===== config.mk =====
export PLATFORM = sky130hd
export DESIGN_NAME = branch_decode_pipe
export DESIGN_NICKNAME = d
export VERILOG_FILES = /design/src/rtl/branch_decode_pipe.sv
export SDC_FILE = /design/constraint.sdc
export NUM_CORES = 1
export LEC_CHECK = 0
export CELL_PAD_IN_SITES_DETAIL_PLACEMENT = 1
export CELL_PAD_IN_SITES_GLOBAL_PLACEMENT = 1
export CORE_ASPECT_RATIO = 1.2
export CORE_MARGIN = 2
export CORE_UTILIZATION = 35
export DETAILED_ROUTE_END_ITERATION = 16
export GPL_TIMING_DRIVEN = 0
export MAX_ROUTING_LAYER = met4
export PLACE_DENSITY = 0.82
export SLEW_MARGIN = 20
export SYNTH_ARGS = -nofsm -noshare
export SYNTH_HDL_FRONTEND = slang
export SYNTH_SLANG_ARGS = --single-unit

===== constraint.sdc =====
create_clock -name clk -period 6.85 [get_ports clk]
set_input_delay 1.37 -clock clk [delete_from_list [all_inputs] [get_ports clk]]
set_output_delay 1.37 -clock clk [all_outputs]
set_load 0.01 [all_outputs]

===== src/rtl/branch_decode_pipe.sv =====
// Branch/jump decoder with a 2-entry in-order output FIFO.
// Instructions are decoded when accepted. The FIFO stores decoded fields and the PC tag.
module branch_decode_pipe #(
    parameter int IMM_W = 20,
    parameter int PC_W  = 32,
    parameter int CNT_W = 8
) (
    input  logic             clk,
    input  logic             rst_n,
    input  logic             flush,
    input  logic             in_valid,
    output logic             in_ready,
    input  logic [31:0]      in_inst,
    input  logic [PC_W-1:0]  in_pc,
    output logic             out_valid,
    input  logic             out_ready,
    output logic [PC_W-1:0]  out_pc,
    output logic             out_is_nop,
    output logic             out_is_jmp,
    output logic             out_is_imm_type,
    output logic             out_zero_ext,
    output logic             out_is_sys,
    output logic             out_illegal,
    output logic [1:0]       out_op,
    output logic [4:0]       out_rs1,
    output logic [4:0]       out_rs2,
    output logic [4:0]       out_rd,
    output logic [IMM_W-1:0] out_imm,
    output logic [CNT_W-1:0] illegal_cnt
);

    typedef struct packed {
        logic             is_nop;
        logic             is_jmp;
        logic             is_imm_type;
        logic             zero_ext;
        logic             is_sys;
        logic             illegal;
        logic [1:0]       op;
        logic [4:0]       rs1;
        logic [4:0]       rs2;
        logic [4:0]       rd;
        logic [IMM_W-1:0] imm;
        logic [PC_W-1:0]  pc;
    } entry_t;

    localparam logic [6:0] OPC_BRANCH = 7'b1100011;
    localparam logic [6:0] OPC_JAL    = 7'b1101111;
    localparam logic [6:0] OPC_JALR   = 7'b1100111;
    localparam logic [6:0] OPC_SYSTEM = 7'b1110011;
    localparam logic [CNT_W-1:0] CNT_MAX = '1;

    entry_t          mem [2];
    entry_t          dec;
    entry_t          head;
    logic [1:0]      count;
    logic            wr_ptr;
    logic            rd_ptr;
    logic            push;
    logic            pop;

    logic [2:0]          funct3;
    logic signed [11:0]  b_imm;
    logic signed [11:0]  i_imm;
    logic signed [19:0]  j_imm;

    assign funct3 = in_inst[14:12];
    assign b_imm  = {in_inst[31], in_inst[7], in_inst[30:25], in_inst[11:8]};
    assign i_imm  = in_inst[31:20];
    assign j_imm  = {in_inst[31], in_inst[19:12], in_inst[20], in_inst[30:21]};

    // NOTE: dec gets a full default before the case so no path leaves a field unassigned (no latch).
    always_comb begin
        dec    = '0;
        dec.pc = in_pc;
        unique case (in_inst[6:0])
            OPC_BRANCH: begin
                if (funct3 == 3'd2 || funct3 == 3'd3) begin
                    dec.illegal = 1'b1;
                end else begin
                    dec.rs1      = in_inst[19:15];
                    dec.rs2      = in_inst[24:20];
                    dec.imm      = IMM_W'(b_imm);
                    dec.zero_ext = funct3[2] & funct3[1];
                    // funct3 {0,1,4,5,6,7} -> op {00,01,10,11,10,11}
                    dec.op       = funct3[2] ? {1'b1, funct3[0]} : {1'b0, funct3[0]};
                end
            end
            OPC_JAL: begin
                dec.rd     = in_inst[11:7];
                dec.imm    = IMM_W'(j_imm);
                dec.is_jmp = 1'b1;
            end
            OPC_JALR: begin
                dec.rs1         = in_inst[19:15];
                dec.rd          = in_inst[11:7];
                dec.imm         = IMM_W'(i_imm);
                dec.is_jmp      = 1'b1;
                dec.is_imm_type = 1'b1;
            end
            OPC_SYSTEM: begin
                dec.imm    = IMM_W'(i_imm);
                dec.is_jmp = 1'b1;
                dec.is_sys = 1'b1;
                dec.op     = 2'b01;
            end
            default: begin
                if (in_inst == 32'h0) dec.is_nop  = 1'b1;
                else                  dec.illegal = 1'b1;
            end
        endcase
    end

    assign in_ready  = (count != 2'd2);
    assign out_valid = (count != 2'd0);
    assign push      = in_valid && in_ready && !flush;
    assign pop       = out_valid && out_ready && !flush;

    // NOTE: state uses non-blocking assignments so every register samples pre-edge values.
    always_ff @(posedge clk) begin
        if (!rst_n) begin
            count       <= 2'd0;
            wr_ptr      <= 1'b0;
            rd_ptr      <= 1'b0;
            illegal_cnt <= '0;
            // NOTE: storage is cleared on reset; it is only two entries and outputs must read clean.
            mem[0]      <= '0;
            mem[1]      <= '0;
        end else if (flush) begin
            count  <= 2'd0;
            wr_ptr <= 1'b0;
            rd_ptr <= 1'b0;
        end else begin
            if (push) begin
                mem[wr_ptr] <= dec;
                wr_ptr      <= ~wr_ptr;
                if (dec.illegal && illegal_cnt != CNT_MAX) illegal_cnt <= illegal_cnt + 1'b1;
            end
            if (pop) rd_ptr <= ~rd_ptr;
            count <= count + 2'(push) - 2'(pop);
        end
    end

    // Data fields read zero whenever nothing is presented.
    assign head = out_valid ? mem[rd_ptr] : '0;

    assign out_pc          = head.pc;
    assign out_is_nop      = head.is_nop;
    assign out_is_jmp      = head.is_jmp;
    assign out_is_imm_type = head.is_imm_type;
    assign out_zero_ext    = head.zero_ext;
    assign out_is_sys      = head.is_sys;
    assign out_illegal     = head.illegal;
    assign out_op          = head.op;
    assign out_rs1         = head.rs1;
    assign out_rs2         = head.rs2;
    assign out_rd          = head.rd;
    assign out_imm         = head.imm;

endmodule


## After elaboration in Yosys (flattened, before gate mapping)

Memories as Yosys holds them, arrays and structs flattened. A register that Yosys moved wholly into a read port is not among the register bits.
Cells that the tools add are included.
W data, S select, Z words.

- Bits in writable memories: 150
- Logic and storage cells: 66
- Bits of input ports: 69
- Register bits: 12
- Memories: 1

- Equal/unequal tests: 8
- Reduce and logical (&&, ||, !) cells: 16
- $add $sub $neg: 3
- Bitwise logic cells: 5
- Mux-type cells: 29

Memories:

| name | depth | bits a word | read ports | clocked after memory_dff | write ports | RTL line | source |
|---|---|---|---|---|---|---|---|
| mem | 2 | 75 | 1 | 1 | 2 | 53 | `entry_t mem [2];` |

Operator list:

| kind | count |
|---|---|
| $mux W75 | 2 |
| $reduce_or A75 Y1 | 1 |
| $pmux W20 S3 | 1 |
| $logic_not A32 Y1 | 1 |
| $eq A7 B7 Y1 const B | 4 |
| $mux W20 | 1 |
| $mux W1 | 18 |
| $mux W12 | 1 |
| $mux W5 | 2 |
| $pmux W5 S2 | 1 |
| $add A8 B1 Y8 const B | 1 |
| $ne A8 B8 Y1 const B | 1 |
| $eq A3 B2 Y1 const B | 2 |
| $reduce_or A2 Y1 | 3 |
| $logic_and A1 B1 Y1 | 5 |
| $not A1 Y1 | 4 |
| $pmux W2 S2 | 1 |
| $reduce_or A4 Y1 | 1 |
| $reduce_and A3 Y1 | 1 |
| $reduce_or A3 Y1 | 1 |
| $add A2 B1 Y2 | 1 |
| $mux W2 | 1 |
| $ne A2 B2 Y1 const B | 1 |
| $pmux W1 S2 | 1 |
| 5 further kinds | 5 |

## Longest topological paths before layout

Gate-level depths: netlist (run 1).

- Word-level depth: 9
- Mapped depth: 10
- Gate-level depth less buffers: 10

## Worst setup path before layout (run 1)

Ideal clock, no wire load.

- Path kind: input port to flip-flop
- Start point: input port flush
- End point: memory mem[0][0] (netlist name) (enable)
- Data arrival time: 6.839 ns
- Cell stages on the path: 2
- Path slack: -0.601 ns
- Cell sequence: nand3b_1 -> o21ai_0

RTL lines:

| what | RTL line | source |
|---|---|---|
| start, declared | 10 | `input logic flush,` |
| end, declared | 53 |  |

## Worst setup path after layout (run 1)

- Start point: register count[1]
- End point: output port out_rs1[1]

- Longest elaborated chain between the ends: 2

Ends and longest elaborated chain:

| what | RTL line | source |
|---|---|---|
| start, declared | 56 | `logic [1:0] count;` |
| start signal, assigned | 140 | `count <= count + 2'(push) - 2'(pop);` |
| $reduce_bool A2 Y1 | 115 | `assign out_valid = (count != 2'd0);` |
| $mux W75 | 145 | `assign head = out_valid ? mem[rd_ptr] : '0;` |
| end, declared | 25 | `output logic [4:0] out_rs1,` |

No other way between the ends.

==> results of run 1 <==
[synth_stat cells, types with 4 or more instances]
cell	number	area share
a21oi_1	14	0.0092
a222oi_1	5	0.0066
a22oi_1	7	0.0069
and2_1	86	0.071
and3_1	10	0.0083
buf_1	8	0.0040
buf_2	10	0.0066
clkbuf_1	20	0.0099
dfxtp_1	13	0.034
edfxtp_1	150	0.59
inv_1	7	0.0035
mux2i_1	78	0.10
nand2_1	12	0.0059
nand3_1	4	0.0026
nor2_1	142	0.070
nor3_1	5	0.0033
nor4_1	11	0.0091
o21a_1	4	0.0040
or3_1	4	0.0033
[cell families after synthesis]
logic type                 Yosys count
buffers and inverters               47
adders and majority gates            3
muxes                               78
xor gates and xnor gates             5
DFF                                163
AOI/OAI and AO/OA                   39
and+or+nand+nor                    293
[registers in the layout, indices dropped and copies added, names as in the netlist, named ones only]
signal	count
wr_ptr	1
count	2
mem	150
illegal_cnt	8
rd_ptr	1
[worst paths after layout]
check | end | slack, ns | cells after the start
worst max-delay path | out_rs1[1] | 2.54 | 5
worst min-delay path | illegal_cnt[6]$_SDFFE_PN0P_ | 0.48 | 2
worst max register to register | mem[1][2]$_SDFFCE_PN0P_ | 3.93 | 7
worst min register to register | illegal_cnt[6]$_SDFFE_PN0P_ | 0.48 | 2
[per-stage QoR]
stage	TNS, ns	cells	worst slack (ns)
after detailed placement	0	1053	2.44
after floorplan	0	628	1.42
after CTS	0	1084	2.51
final	0	1086	2.54
after global routing	0	1085	2.35
after global placement	-96.59	1048	-1.29
[routing by layer]
layer	track usage	vias to the layer above	part of all wire
li1	-	2586	-
met1	0.209	2734	0.39
met2	0.350	141	0.54
met3	0.0384	32	0.043
met4	0.0719	0	0.022
met5	-	-	0
[area by class of cell]
class / count / area, um2 / share of cell area
Sequential cell: 163 / 4760 / 0.469
Multi-Input combinational cell: 418 / 2640 / 0.259
Antenna cell: 2 / 5.00 / 0.000493
Tap cell: 270 / 338 / 0.0333
Clock buffer: 21 / 440 / 0.0434
Clock inverter: 10 / 135 / 0.0133
Inverter: 7 / 26.3 / 0.00259
Buffer: 40 / 174 / 0.0171
Timing Repair Buffer: 155 / 1640 / 0.161
[tightest hold or removal path, cell delays in order (launching register included)]
cell and delay (ns):
dfxtp_1 0.32, nand2_1 0.06, mux2i_1 0.06
[where the power goes]
part           switching (mW)  internal [mW]  total (mW)  leakage (nW)
logic                   0.103         0.0919       0.195          1.47
clock network           0.378          0.569       0.947         0.271
registers              0.0148           1.14        1.15          1.65
==> flow_metrics.tcl, run 1 <==
set metrics [dict create \
    status "finished, final reports clean" \
    drive_gt1_frac 0.0639 \
    peakVddDrop_mv 0.157 \
    synth-compound-area-share 0.0373 \
    vias 5493 \
    holdBufCountCts 0 \
    core_area_mm2 0.0211 \
    antenna_found_initial 1 \
    tightest_slew_ns 1.00 \
    dr.pass1.iters 6 \
    cts_num_sinks 163 \
    rsz0062_at_grt "false" \
    p_leak_nw 3.39 \
    yosys_warnings 0 \
    syn_area_mm2 0.00758 \
    io_pins 154 \
    cp-startpoint "count[1]$_SDFF_PP0_" \
    grt_pass1_wl_um 32500 \
    place_hpwl_um 15300 \
    synth-seq-area-share 0.629 \
    setup_viol 0 \
    root_buffer "clkbuf_16" \
    grt_max_degree 41 \
    viasPerCell 5.06 \
    ant_nets 0 \
    cts_inserted_buffers 17 \
    powerDensity_mw_per_mm2 226 \
    die-area_mm2 0.0228 \
    utilization 0.481 \
    die_x_um 138 \
    synth-seq-cells 163 \
    syn_nets 700 \
    port_buffers 150 \
    route.detailed.wl_per_inst_um 19.7 \
    worst_path_most_repeated_cell "nor2_1" \
    layout_common_cells "clkdlybuf4s50_1, edfxtp_1, nor2_1" \
    track_usage 0.192 \
    rows 58 \
    synth-main-ff-cell "edfxtp_1" \
    finalPower_mw 2.29 \
    cts.path.max_buffers 2 \
    clk_pin_slew_ns 0.06 \
    start_util 0.359 \
    die_y_um 165 \
    yosysUniqueCellTypes 39 \
    first_global_vias 5929 \
    cpPeakStageDelay_ns 0.58 \
    criticalPathCategory "reg -> out" \
    final_nets 874 \
    syn_inst 628 \
    min_path_type "reg -> reg" \
    gp_congestion 0.796 \
    slew_violations 0 \
    start_kind "register" \
    worstHoldStart "illegal_cnt[6]$_SDFFE_PN0P_" \
    htreeDepth 4 \
    muxShareOfSynthArea 0.103 \
    worstPathRequired_ns 5.48 \
    synthSimpleGateAreaFrac 0.194 \
    finalHoldViolations 0 \
    drt_iter0_drc 304 \
    post-route-cell-area_mm2 0.0102 \
    n_fill_cell 2257 \
    cts_setup_buffers 0 \
    cp_cell_sequence "nor2_1 -> clkbuf_1 -> buf_1 -> nor2_1 -> clkdlybuf4s50_1" \
    yosys.area_share.adder 0.00495 \
    holdWs_ns 0.485 \
    synth_edf_count 150 \
    fin_skew_ns 0.00763 \
    maxCapViolCount 0 \
    cts_tree "built" \
    syn_area_per_cell_um2 12.1 \
    insertion_delay_ns 0.42 \
    slew_headroom 0.327 \
    cp_max_fo 10 \
    synthToLayoutAreaGrowth_pct 34.1 \
    end_kind "output port" \
    worstReg2RegStart "count[0]$_SDFF_PP0_" \
    min_period_ns 4.31 \
    finalWirelength_um 21300 \
    dpl_cell_area_mm2 0.00957 \
    cp_slowest_cell "clkbuf_1" \
    critPathTopFamily "buffers and inverters" \
    path_buf_inv 3 \
    synthArstFlopShare 0 \
    cts-resized-gates 0 \
    synth_top_family_by_area "simple AND/OR/NAND/NOR gates" \
    drc 0 \
    yosys.area_share.xor_xnor 0.00578 \
    post-route-period-util 0.629 \
    max_freq_ghz 0.232 \
    overflow 0 \
    crit_arrival_ns 2.94 \
]
(Power assumes the default switching activity.)
==> inputs of run 2 (changes only) <==
==> constraint.sdc (replaced) <==
create_clock -name clk -period 3.95 [get_ports clk]
set_input_delay 0.79 -clock clk [delete_from_list [all_inputs] [get_ports clk]]
set_output_delay 0.79 -clock clk [all_outputs]
set_load 0.01 [all_outputs]
==> run 2 against run 1 <==
Compared with the run above:
- register-to-register slack got worse by 2.9 ns
- critical path depth is 1 higher
- worst setup slack got worse by 2.2 ns
- largest power group unchanged
- highest routed layer unchanged
==> flow_metrics.tcl, run 2 (synthesis results as in run 1) <==
set metrics [dict create \
    status "finished, final reports clean" \
    setup_viol 0 \
    grt_max_degree 49 \
    die_x_um 138 \
    maxCapViolCount 0 \
    largestRegisters "mem: 150 flops, illegal_cnt: 8 flops, count: 2 flops" \
    largest_reg_flops 150 \
    root_buffer "clkbuf_16" \
    finalHoldViolations 0 \
    rows 58 \
    cts_inserted_buffers 17 \
    reg2reg_depth 7 \
    overflow 0 \
    io_pins 154 \
    grt_pass1_wl_um 32300 \
    worstPathRequired_ns 3.16 \
    clk_pin_slew_ns 0.06 \
    utilization 0.481 \
    cts-resized-gates 0 \
    htreeDepth 4 \
    cp_max_fo 10 \
    p_leak_nw 3.39 \
    fin_setup_tns_ns 0 \
    layout_common_cells "clkdlybuf4s50_1, edfxtp_1, nor2_1" \
    n_fill_cell 2235 \
    die_y_um 165 \
    min_period_ns 3.64 \
    rsz0062_at_grt "false" \
    powerDensity_mw_per_mm2 390 \
    cts_num_sinks 163 \
    vias 5466 \
    slew_violations 0 \
    track_usage 0.189 \
    place_hpwl_um 15100 \
    drive_gt1_frac 0.0640 \
    start_util 0.359 \
    core_area_mm2 0.0211 \
    holdBufCountCts 0 \
    min_path_cells 2 \
    insertion_delay_ns 0.41 \
    ant_nets 0 \
    criticalPathCategory "reg -> out" \
    peakVddDrop_mv 0.278 \
    ff_latch_area_mm2 0.00476 \
    multi_input_area_mm2 0.00264 \
    end_kind "output port" \
    cts.path.max_buffers 2 \
    drc 0 \
    start_kind "register" \
    dr.pass1.iters 6 \
    final_nets 874 \
    viasPerCell 5.04 \
    slew_headroom 0.479 \
    route.detailed.wl_per_inst_um 19.3 \
    fin_skew_ns 0.00843 \
    antenna_found_initial 1 \
    regMostFlops "mem" \
    post-route-period-util 0.921 \
    port_buffers 150 \
    min_path_type "reg -> reg" \
    drt_iter0_drc 285 \
    max_freq_ghz 0.275 \
    cts_setup_buffers 0 \
    crit_arrival_ns 2.85 \
    die-area_mm2 0.0228 \
    tightest_slew_ns 0.782 \
    gp_congestion 0.806 \
    synthToLayoutAreaGrowth_pct 34.1 \
    cts_tree "built" \
    first_global_vias 5807 \
    finalWirelength_um 21000 \
]
-- run 2: layout make-up --
| cell class | count | share of cell area |
|---|---|---|
| Antenna cell | 1 | 0.000246 |
| Buffer | 40 | 0.0171 |
| Clock buffer | 21 | 0.0434 |
| Clock inverter | 9 | 0.0129 |
| Inverter | 7 | 0.00259 |
| Multi-Input combinational cell | 418 | 0.260 |
| Sequential cell | 163 | 0.469 |
| Tap cell | 270 | 0.0333 |
| Timing Repair Buffer | 155 | 0.161 |
-- run 2: worst paths after layout --
check | startpoint | endpoint | slack (ns)
worst max register to register | count[0]$_SDFF_PP0_ | mem[1][43]$_SDFFCE_PN0P_ | 1.05
worst min register to register | illegal_cnt[6]$_SDFFE_PN0P_ | illegal_cnt[6]$_SDFFE_PN0P_ | 0.49
worst min-delay path | illegal_cnt[6]$_SDFFE_PN0P_ | illegal_cnt[6]$_SDFFE_PN0P_ | 0.49
worst max-delay path | register | out_rs1[0] | 0.31
-- run 2: through the flow --
stage | area (um2) | power [mW] | worst slack, ns | hold WS [ns] | instances
floorplan | 7580 | 2.17 | -0.0104 | 0.472 | 628
global placement | 9420 | 2.35 | -2.04 | 0.466 | 1048
detailed placement | 9580 | 2.37 | 0.142 | 0.478 | 1053
CTS | 10100 | 4.01 | 0.245 | 0.494 | 1083
global route | 10200 | 4.10 | 0.126 | 0.515 | 1084
finish | 10200 | 3.96 | 0.313 | 0.492 | 1084
-- run 2: routing by layer --
metal / vias to the layer above / global-route usage / wire, um
met5: - / - / 0
met3: 29 / 0.0360 / 904
li1: 2588 / - / -
met1: 2701 / 0.215 / 8250
met2: 148 / 0.337 / 11300
met4: 0 / 0.0686 / 484
-- run 2: power breakdown --
part	switching, mW	internal, mW
clock	0.644	0.987
combinational	0.179	0.159
sequential	0.0255	1.97
-- run 2: worst max-delay path, stage by stage (launching register included) --
cell and delay, ns:
dfxtp_1 0.30, clkbuf_1 0.14, clkbuf_1 0.61, buf_2 0.44, mux2i_1 0.12, nor2_1 0.21, clkdlybuf4s50_1 0.59
==> inputs of run 3 (changes only) <==
--- a/config.mk
+++ b/config.mk
@@ -10,10 +10,11 @@
 export CORE_ASPECT_RATIO = 1.2
 export CORE_MARGIN = 2
 export CORE_UTILIZATION = 35
+export CTS_BUF_LIST = sky130_fd_sc_hd__clkbuf_8
 export DETAILED_ROUTE_END_ITERATION = 16
 export GPL_TIMING_DRIVEN = 0
-export MAX_ROUTING_LAYER = met4
 export PLACE_DENSITY = 0.82
+export SKIP_LAST_GASP = 1
 export SLEW_MARGIN = 20
 export SYNTH_ARGS = -nofsm -noshare
 export SYNTH_HDL_FRONTEND = slang
==> run 3 against run 2 <==
Compared with the run above:
- hold slack worse by 0.0047 ns
- highest routed layer unchanged
- count of clock-buffer cells in the layout down 4
- non-clock buffer count stayed put
- worst setup slack lost 0.034 ns
- global-route usage shrank 0.76 points
- flip-flop and latch count did not move
- wire length decreased by 1.3%
- clock power is 26% lower
- largest power group unchanged
- final area shrank 1.9%
- sequential share of layout area rose by 0.90 points
==> flow_metrics.tcl, run 3 (synthesis results as in run 1) <==
set metrics [dict create \
    cts_inserted_buffers 17 \
    finalPower_mw 3.53 \
    core_area_mm2 0.0211 \
    antenna_found_initial 1 \
    dp_cells 1053 \
    cts_num_sinks 163 \
    worst_path_most_repeated_cell "nor2_1" \
    cp_max_fo 10 \
    cts_setup_buffers 0 \
    seq_power_share 0.564 \
    first_global_vias 5789 \
    ant_nets 0 \
    largest_reg_flops 150 \
    slew_headroom 0.494 \
    worstPathRequired_ns 3.16 \
    max_freq_ghz 0.272 \
    post-route-period-util 0.929 \
    holdBufCountCts 0 \
    drc 0 \
    dpl_cell_area_mm2 0.00958 \
    synthToLayoutAreaGrowth_pct 31.5 \
    p_int_mw 2.73 \
    cp_cell_sequence "nor2_1 -> clkbuf_1 -> buf_1 -> nor2_1 -> clkdlybuf4s50_1" \
    cpPeakStageDelay_ns 0.57 \
    cts-resized-gates 0 \
    final_nets 874 \
    cts_tree "built" \
    setup_viol 0 \
    htreeDepth 4 \
    post-route-cell-area_mm2 0.00996 \
    path_buf_inv 3 \
    track_usage 0.182 \
    viasPerCell 5.02 \
    clock_power_share 0.341 \
    grt_pass1_wl_um 31700 \
    min_period_ns 3.67 \
    final_cells 1084 \
    power_switching_mw 0.800 \
    fin_skew_ns 0.00837 \
    die_x_um 138 \
    vias 5446 \
    finalHoldViolations 0 \
    overflow 0 \
    p_leak_nw 3.32 \
    gp_congestion 0.795 \
    layout_common_cells "clkdlybuf4s50_1, edfxtp_1, nor2_1" \
    die_y_um 165 \
    largestRegisters "mem: 150 flops, illegal_cnt: 8 flops, count: 2 flops" \
    fin_setup_tns_ns 0 \
    dr.pass1.iters 4 \
    crit_arrival_ns 2.88 \
    rows 58 \
    maxCapViolCount 0 \
    finalWirelength_um 20700 \
    start_util 0.359 \
    slew_violations 0 \
    combPwrFrac 0.096 \
    min_path_type "reg -> reg" \
    root_buffer "clkbuf_8" \
    criticalPathCategory "reg -> out" \
    io_pins 154 \
    port_buffers 150 \
    end_kind "output port" \
    cp_slowest_cell "clkbuf_1" \
    drive_gt1_frac 0.0640 \
    peakVddDrop_mv 0.176 \
    grt_max_degree 49 \
    status "finished, final reports clean" \
    place_ws_ns 0.142 \
    cts.path.max_buffers 2 \
    die-area_mm2 0.0228 \
    place_hpwl_um 15100 \
    powerDensity_mw_per_mm2 355 \
    holdWs_ns 0.487 \
    tightest_slew_ns 0.759 \
    critPathTopFamily "buffers and inverters" \
    route.detailed.wl_per_inst_um 19.1 \
    insertion_delay_ns 0.45 \
    drt_iter0_drc 322 \
    rsz0062_at_grt "false" \
    regMostFlops "mem" \
    clk_pin_slew_ns 0.08 \
    finalWorstSetupSlack_ns 0.279 \
    sw_frac_of_total 0.226 \
    start_kind "register" \
    utilization 0.472 \
]
run 3: cell count changes in the layout (fill, tap and decap cells not counted), sizes merged:
| cell | before | now |
|---|---|---|
| inv | 8 | 12 |
| clkbuf | 41 | 37 |
run 3: area by class of cell:
| type | instances | area [um2] |
|---|---|---|
| Multi-Input combinational cell | 418 | 2640 |
| Inverter | 7 | 26.3 |
| Tap cell | 270 | 338 |
| Clock inverter | 13 | 146 |
| Sequential cell | 163 | 4760 |
| Fill cell | 2250 | 11200 |
| Clock buffer | 17 | 234 |
| Timing Repair Buffer | 155 | 1640 |
| Antenna cell | 1 | 2.50 |
| Buffer | 40 | 174 |
run 3: final timing paths:
path	from	endpoint	slack, ns	depth (start not counted)
min	illegal_cnt[6]$_SDFFE_PN0P_	illegal_cnt[6]$_SDFFE_PN0P_	0.49	2
max	count[1]$_SDFF_PP0_	out_rs1[0]	0.28	5
min reg2reg	illegal_cnt[6]$_SDFFE_PN0P_	illegal_cnt[6]$_SDFFE_PN0P_	0.49	2
max reg2reg	count[0]$_SDFF_PP0_	mem[1][0]$_SDFFCE_PN0P_	1.05	7
run 3: power by group through the flow:
stage | clock network, mW | logic [mW] | registers [mW]
finish | 1.20 | 0.338 | 1.99
floorplan | 0 | 0.138 | 2.03
global route | 1.29 | 0.365 | 2.00
detailed placement | 0 | 0.341 | 2.03
global placement | 0 | 0.312 | 2.03
CTS | 1.23 | 0.343 | 1.99
run 3: layer usage:
layer / global-route usage / up-vias / share of wire
met4: 0.0705 / 0 / 0.032
met3: 0.0401 / 38 / 0.037
li1: - / 2583 / -
met1: 0.211 / 2697 / 0.40
met5: 0 / - / 0
met2: 0.330 / 128 / 0.53
run 3: worst reg2reg max path: stages (launching register included):
cell	delay, ns
dfxtp_1	0.36
nand2b_1	0.18
nand2_1	0.18
or3_1	0.50
clkbuf_1	0.31
buf_2	0.30
nand2_4	0.40
buf_16	0.33
==> RTL change 1, RTL diff (settings of run 3) <==
Set the parameter `CNT_W` to 10 (it was 8).
--- a/src/rtl/branch_decode_pipe.sv
+++ b/src/rtl/branch_decode_pipe.sv
@@ -5,3 +5,3 @@
     parameter int PC_W  = 32,
-    parameter int CNT_W = 8
+    parameter int CNT_W = 10
 ) (
Interface: changed (resized illegal_cnt); port bits go from 154 to 156. The function was not compared with the original's and may differ.
==> RTL change 1 against run 3 <==
  * Final area rose by 1.3%
  * Core utilization fell by 0.51 points
  * Routed wire length rose by 2.6%
  * Power rose by 1.8%
  * Sequential cell count rose by 2
  * Global-route usage rose by 0.19 points
  * Area after synthesis rose by 1.2%
  * Cell count rose by 1.9%
  * First-iteration DRC count fell by 20%
  * Setup slack got worse by 0.024 ns
  * Critical endpoint is now out_rs1[1]
==> RTL change 1: results (changes against run 3) <==
- Sw Pwr: 0.000875 W (was 0.000800 W)
- Synth Flop Type: edfxtp_1 (unchanged)
- Library cells used by synthesis: 39 (unchanged)
- Vias in the first global route: 5893 (was 5789)
- Most instantiated cells after synthesis: edfxtp_1 (150), nor2_1 (141), and2_1 (85) (was edfxtp_1 (150), nor2_1 (142), and2_1 (86))
- Worst endpoint data arrival time: 2.91 ns (was 2.88 ns)
- HP Class: reg2reg (unchanged)
- First-pass GRT wire length: 32700 um (was 31700 um)
- Skew final: 0.00884 ns (was 0.00837 ns)
- Post-synthesis sequential area ratio: 62.7% (was 62.9%)
- DP Area: 9680 um2 (was 9580 um2)
- Routed len/inst: 19.2 um (was 19.1 um)
- CTS buffer count: 17 (unchanged)
- Gp weighted congestion: 0.830 (was 0.795)
- DR vias/cell: 5.04 (was 5.02)
- Async set-reset flop share out of synthesis: 0% (unchanged)
- Crit-path slowest cell: buf_1 (was clkbuf_1)
- Port Buffers: 154 (was 150)
- Critical path peak fanout: 10 (unchanged)
- Post-CTS setup repair buffer count: 0 (unchanged)
- Crit path max-delay family: buffers and inverters (unchanged)
- GR Overflow Total: 0 (unchanged)
- Gr usage total: 18.4% (was 18.2%)
- IR drop worst, VDD: 223 uV (was 176 uV)
- Pin slew with the least headroom to its limit: 0.922 ns (was 0.759 ns)
- Lkg Pwr: 3.31 nW (was 3.32 nW)
- Clock root buffer: clkbuf_8 (unchanged)
- Clk buf depth: 2 (unchanged)
- EDFF count, synth: 150 (unchanged)
- Hpwl dp: 15500 um (was 15100 um)
- Worst-path clk slew: roughly 0.090 ns
- Status: finished, final reports clean (unchanged)
- H-tree Lvls: 4 (unchanged)
- Nets: 888 (was 874)
- Largest net degree at the start of global routing: 52 (was 49)
- Post-CTS resize count: 0 (unchanged)
- Top Registers: mem x150, illegal_cnt x10, count x2 (was mem x150, illegal_cnt x8, count x2)
- Syn Nets: 711 (was 700)
- Pre-CTS setup slack: -0.110 ns (was 0.142 ns)
- Drt initial violations: 257 (was 322)
- Share of layout cells above drive strength 1: 6.76% (was 6.40%)
- Ys Warns: 0 (unchanged)
- Top cells by area, synth: edfxtp_1 (59%), mux2i_1 (10%), and2_1 (6.9%), nor2_1 (6.9%), dfxtp_1 (3.9%) (was edfxtp_1 (59%), mux2i_1 (10%), and2_1 (7.1%), nor2_1 (7.0%), dfxtp_1 (3.4%))
- Initial antenna violation count: 3 (was 1)
- Critical Path Max Stage Delay: 0.64 ns (was 0.57 ns)
RTL change 1: area by class of cell:
class	count	area (um2)
Fill cell	2311	11500
Sequential cell	165	4800
Multi-Input combinational cell	431	2720
Timing Repair Buffer	158	1650
Tap cell	274	343
Clock buffer	17	234
Clock inverter	15	169
Buffer	38	154
Inverter	5	18.8
Antenna cell	2	5.00
RTL change 1: cell families after synthesis:
| group | synth area share [%] |
|---|---|
| buffers and inverters | 2.25 |
| AND/OR/NAND/NOR | 20.3 |
| adder cells (fa/ha/maj) | 0.490 |
| flip-flops | 62.7 |
| AO/OA/AOI/OAI | 3.35 |
| multiplexers | 10.3 |
| XOR/XNOR | 0.571 |
RTL change 1: worst min-delay path, cell delays in order, from the launching register on:
cell,delay [ns]
dfxtp_1,0.33
xor2_1,0.08
nor2_1,0.07
RTL change 1: worst paths after layout:
check	slack, ns	to	start	cells after the start
min reg2reg	0.51	register	rd_ptr	2
max	0.25	out_rs1[1]	register	6
max reg2reg	0.89	mem[1][2]	count[0]	7
min	0.51	register	rd_ptr	2
RTL change 1: power by group through the flow:
stage	registers (W)	clock network [W]	logic (W)
floorplan	0.00205	0	0.000137
global placement	0.00206	0	0.000314
detailed placement	0.00205	0	0.000339
CTS	0.00201	0.00127	0.000341
global route	0.00202	0.00134	0.000362
finish	0.00201	0.00125	0.000336
RTL change 1: per-stage QoR:
| step | total power, W | setup TNS (ns) | std cells |
|---|---|---|---|
| after detailed placement | 0.00239 | -5.47 | 1071 |
| after CTS | 0.00363 | 0 | 1103 |
| after global placement | 0.00237 | -273.52 | 1067 |
| after global routing | 0.00372 | 0 | 1104 |
| after floorplan | 0.00219 | 0 | 639 |
| final | 0.00360 | 0 | 1105 |
RTL change 1: layer usage:
layer,global-route usage [%],part of all wire [%]
met5,0,0.066
met4,7.42,2.6
met3,3.89,4.4
met2,33.8,54
met1,20.6,39
==> RTL change 2, RTL diff (flow settings as in run 3) <==
Made on the original files. Put one more register stage on the output `illegal_cnt`, cleared by the reset. The value now appears one clock later. The other outputs are not delayed to match.
--- a/src/rtl/branch_decode_pipe.sv
+++ b/src/rtl/branch_decode_pipe.sv
@@ -51,2 +51,4 @@
     localparam logic [CNT_W-1:0] CNT_MAX = '1;
+
+    logic [CNT_W-1:0] illegal_cnt_s0;
 
@@ -124,3 +126,3 @@
             rd_ptr      <= 1'b0;
-            illegal_cnt <= '0;
+            illegal_cnt_s0 <= '0;
             // NOTE: storage is cleared on reset; it is only two entries and outputs must read clean.
@@ -136,3 +138,3 @@
                 wr_ptr      <= ~wr_ptr;
-                if (dec.illegal && illegal_cnt != CNT_MAX) illegal_cnt <= illegal_cnt + 1'b1;
+                if (dec.illegal && illegal_cnt_s0 != CNT_MAX) illegal_cnt_s0 <= illegal_cnt_s0 + 1'b1;
             end
@@ -159,2 +161,10 @@
 
+    always_ff @(posedge clk) begin
+        if (!rst_n) begin
+            illegal_cnt <= '0;
+        end else begin
+            illegal_cnt <= illegal_cnt_s0;
+        end
+    end
+
 endmodule
Formal check against the unedited RTL: not equivalent (a bounded check fails within 4 cycles, from zero or initial values and one cycle with rst_n low).
==> RTL change 2 against run 3 <==
  * The flow now finishes with violations (design-rule violations)
  * Area after synthesis grew 2.6%
  * Global-route usage down 0.16 points
  * Critical path type unchanged
  * Largest power group unchanged
  * Count of clock-buffer cells in the layout stayed put
  * Routed wire length fell by 0.33%
  * Synthesized cell count rose by 2.2%
  * Die area rose by 2.5%
  * Sequential cell count up 8
  * Final area up 1.9%
  * Power grew 1.4%
  * First-iteration DRC count is 26% lower
  * Setup slack better by 0.029 ns
  * Non-clock buffer count rose by 2
==> RTL change 2: results (changes against run 3) <==
- Status: finished, violations left (was finished, final reports clean)
- Failing checks: design-rule violations
- Library cells used by synthesis: 36 (was 39)
- Gr usage total: 18.0% (was 18.2%)
- Fmax: 0.275 GHz (was 0.272 GHz)
- Largest net degree at the start of global routing: 40 (was 49)
- Share of layout cells above drive strength 1: 7.71% (was 6.40%)
- Top cells by area, synth: edfxtp_1 (58%), mux2i_1 (9.8%), and2_1 (7.7%), nor2_1 (7.1%), dfxtp_1 (5.4%) (was edfxtp_1 (59%), mux2i_1 (10%), and2_1 (7.1%), nor2_1 (7.0%), dfxtp_1 (3.4%))
- P_seq: 0.00207 W (was 0.00199 W)
- Initial antenna violation count: 0 (was 1)
- Fill cells: 2300 (was 2250)
- Lkg Pwr: 3.43 nW (was 3.32 nW)
- Drt initial violations: 237 (was 322)
- DRC: 8 (was 0)
- Worst hold path depth: 1 (was 2)
- Comb_multi_in: 423 (was 418)
- Clk cell area share: 3.70% (was 3.82%)
- Inserted Diodes: 0 (was 1)
- Hold Path End: illegal_cnt[4] (was illegal_cnt[6])
- Post-Syn Instances: 642 (was 628)
- Clock power share: 32.8% (was 34.1%)
- Routed len/inst: 18.7 um (was 19.1 um)
- Crit path capture: out_rs1[1] (was out_rs1[0])
- Slew headroom: 48.4% (was 49.4%)
- Seq. cell area: 4920 um2 (was 4760 um2)
- Hold Startpoint: illegal_cnt_s0[4] (was illegal_cnt[6])
- Buffers, non-clock: 197 (was 195)
- Nets: 889 (was 874)
- DR vias/cell: 4.96 (was 5.02)
- Worst endpoint data arrival time: 2.85 ns (was 2.88 ns)
- Reg-to-Reg End: mem[1][60] (was mem[1][0])
- Buffering overhead: 18.0% (was 18.2%)
- Hpwl dp: 15400 um (was 15100 um)
RTL change 2: cell types whose count changed after synthesis, sizes merged, moves of 4 or more:
cell / change
and2: +10
nor2: +4
dfxtp: +8
nor3: +5
nand2: -6
mux2: +6
RTL change 2: routing by layer:
| metal | part of all wire, % | wire length (um) | GRT usage (%) | vias up |
|---|---|---|---|---|
| li1 | - | - | - | 2620 |
| met1 | 39 | 8070 | 20.3 | 2693 |
| met2 | 54 | 11100 | 33.2 | 126 |
| met3 | 4.1 | 837 | 3.97 | 36 |
| met4 | 2.8 | 574 | 6.94 | 0 |
| met5 | 0 | 0 | 0 | - |
RTL change 2: cells by family (layout without fill, tap and decap cells):
family / after synthesis / count (layout) / synth area share (%)
buf+inv: 48 / 236 / 2.71
flops: 171 / 171 / 63.4
xor+xnor: 5 / 5 / 0.564
simple gates: 302 / 302 / 19.3
compound gates: 31 / 31 / 2.88
mux: 82 / 82 / 10.7
fa+ha+maj: 3 / 3 / 0.483
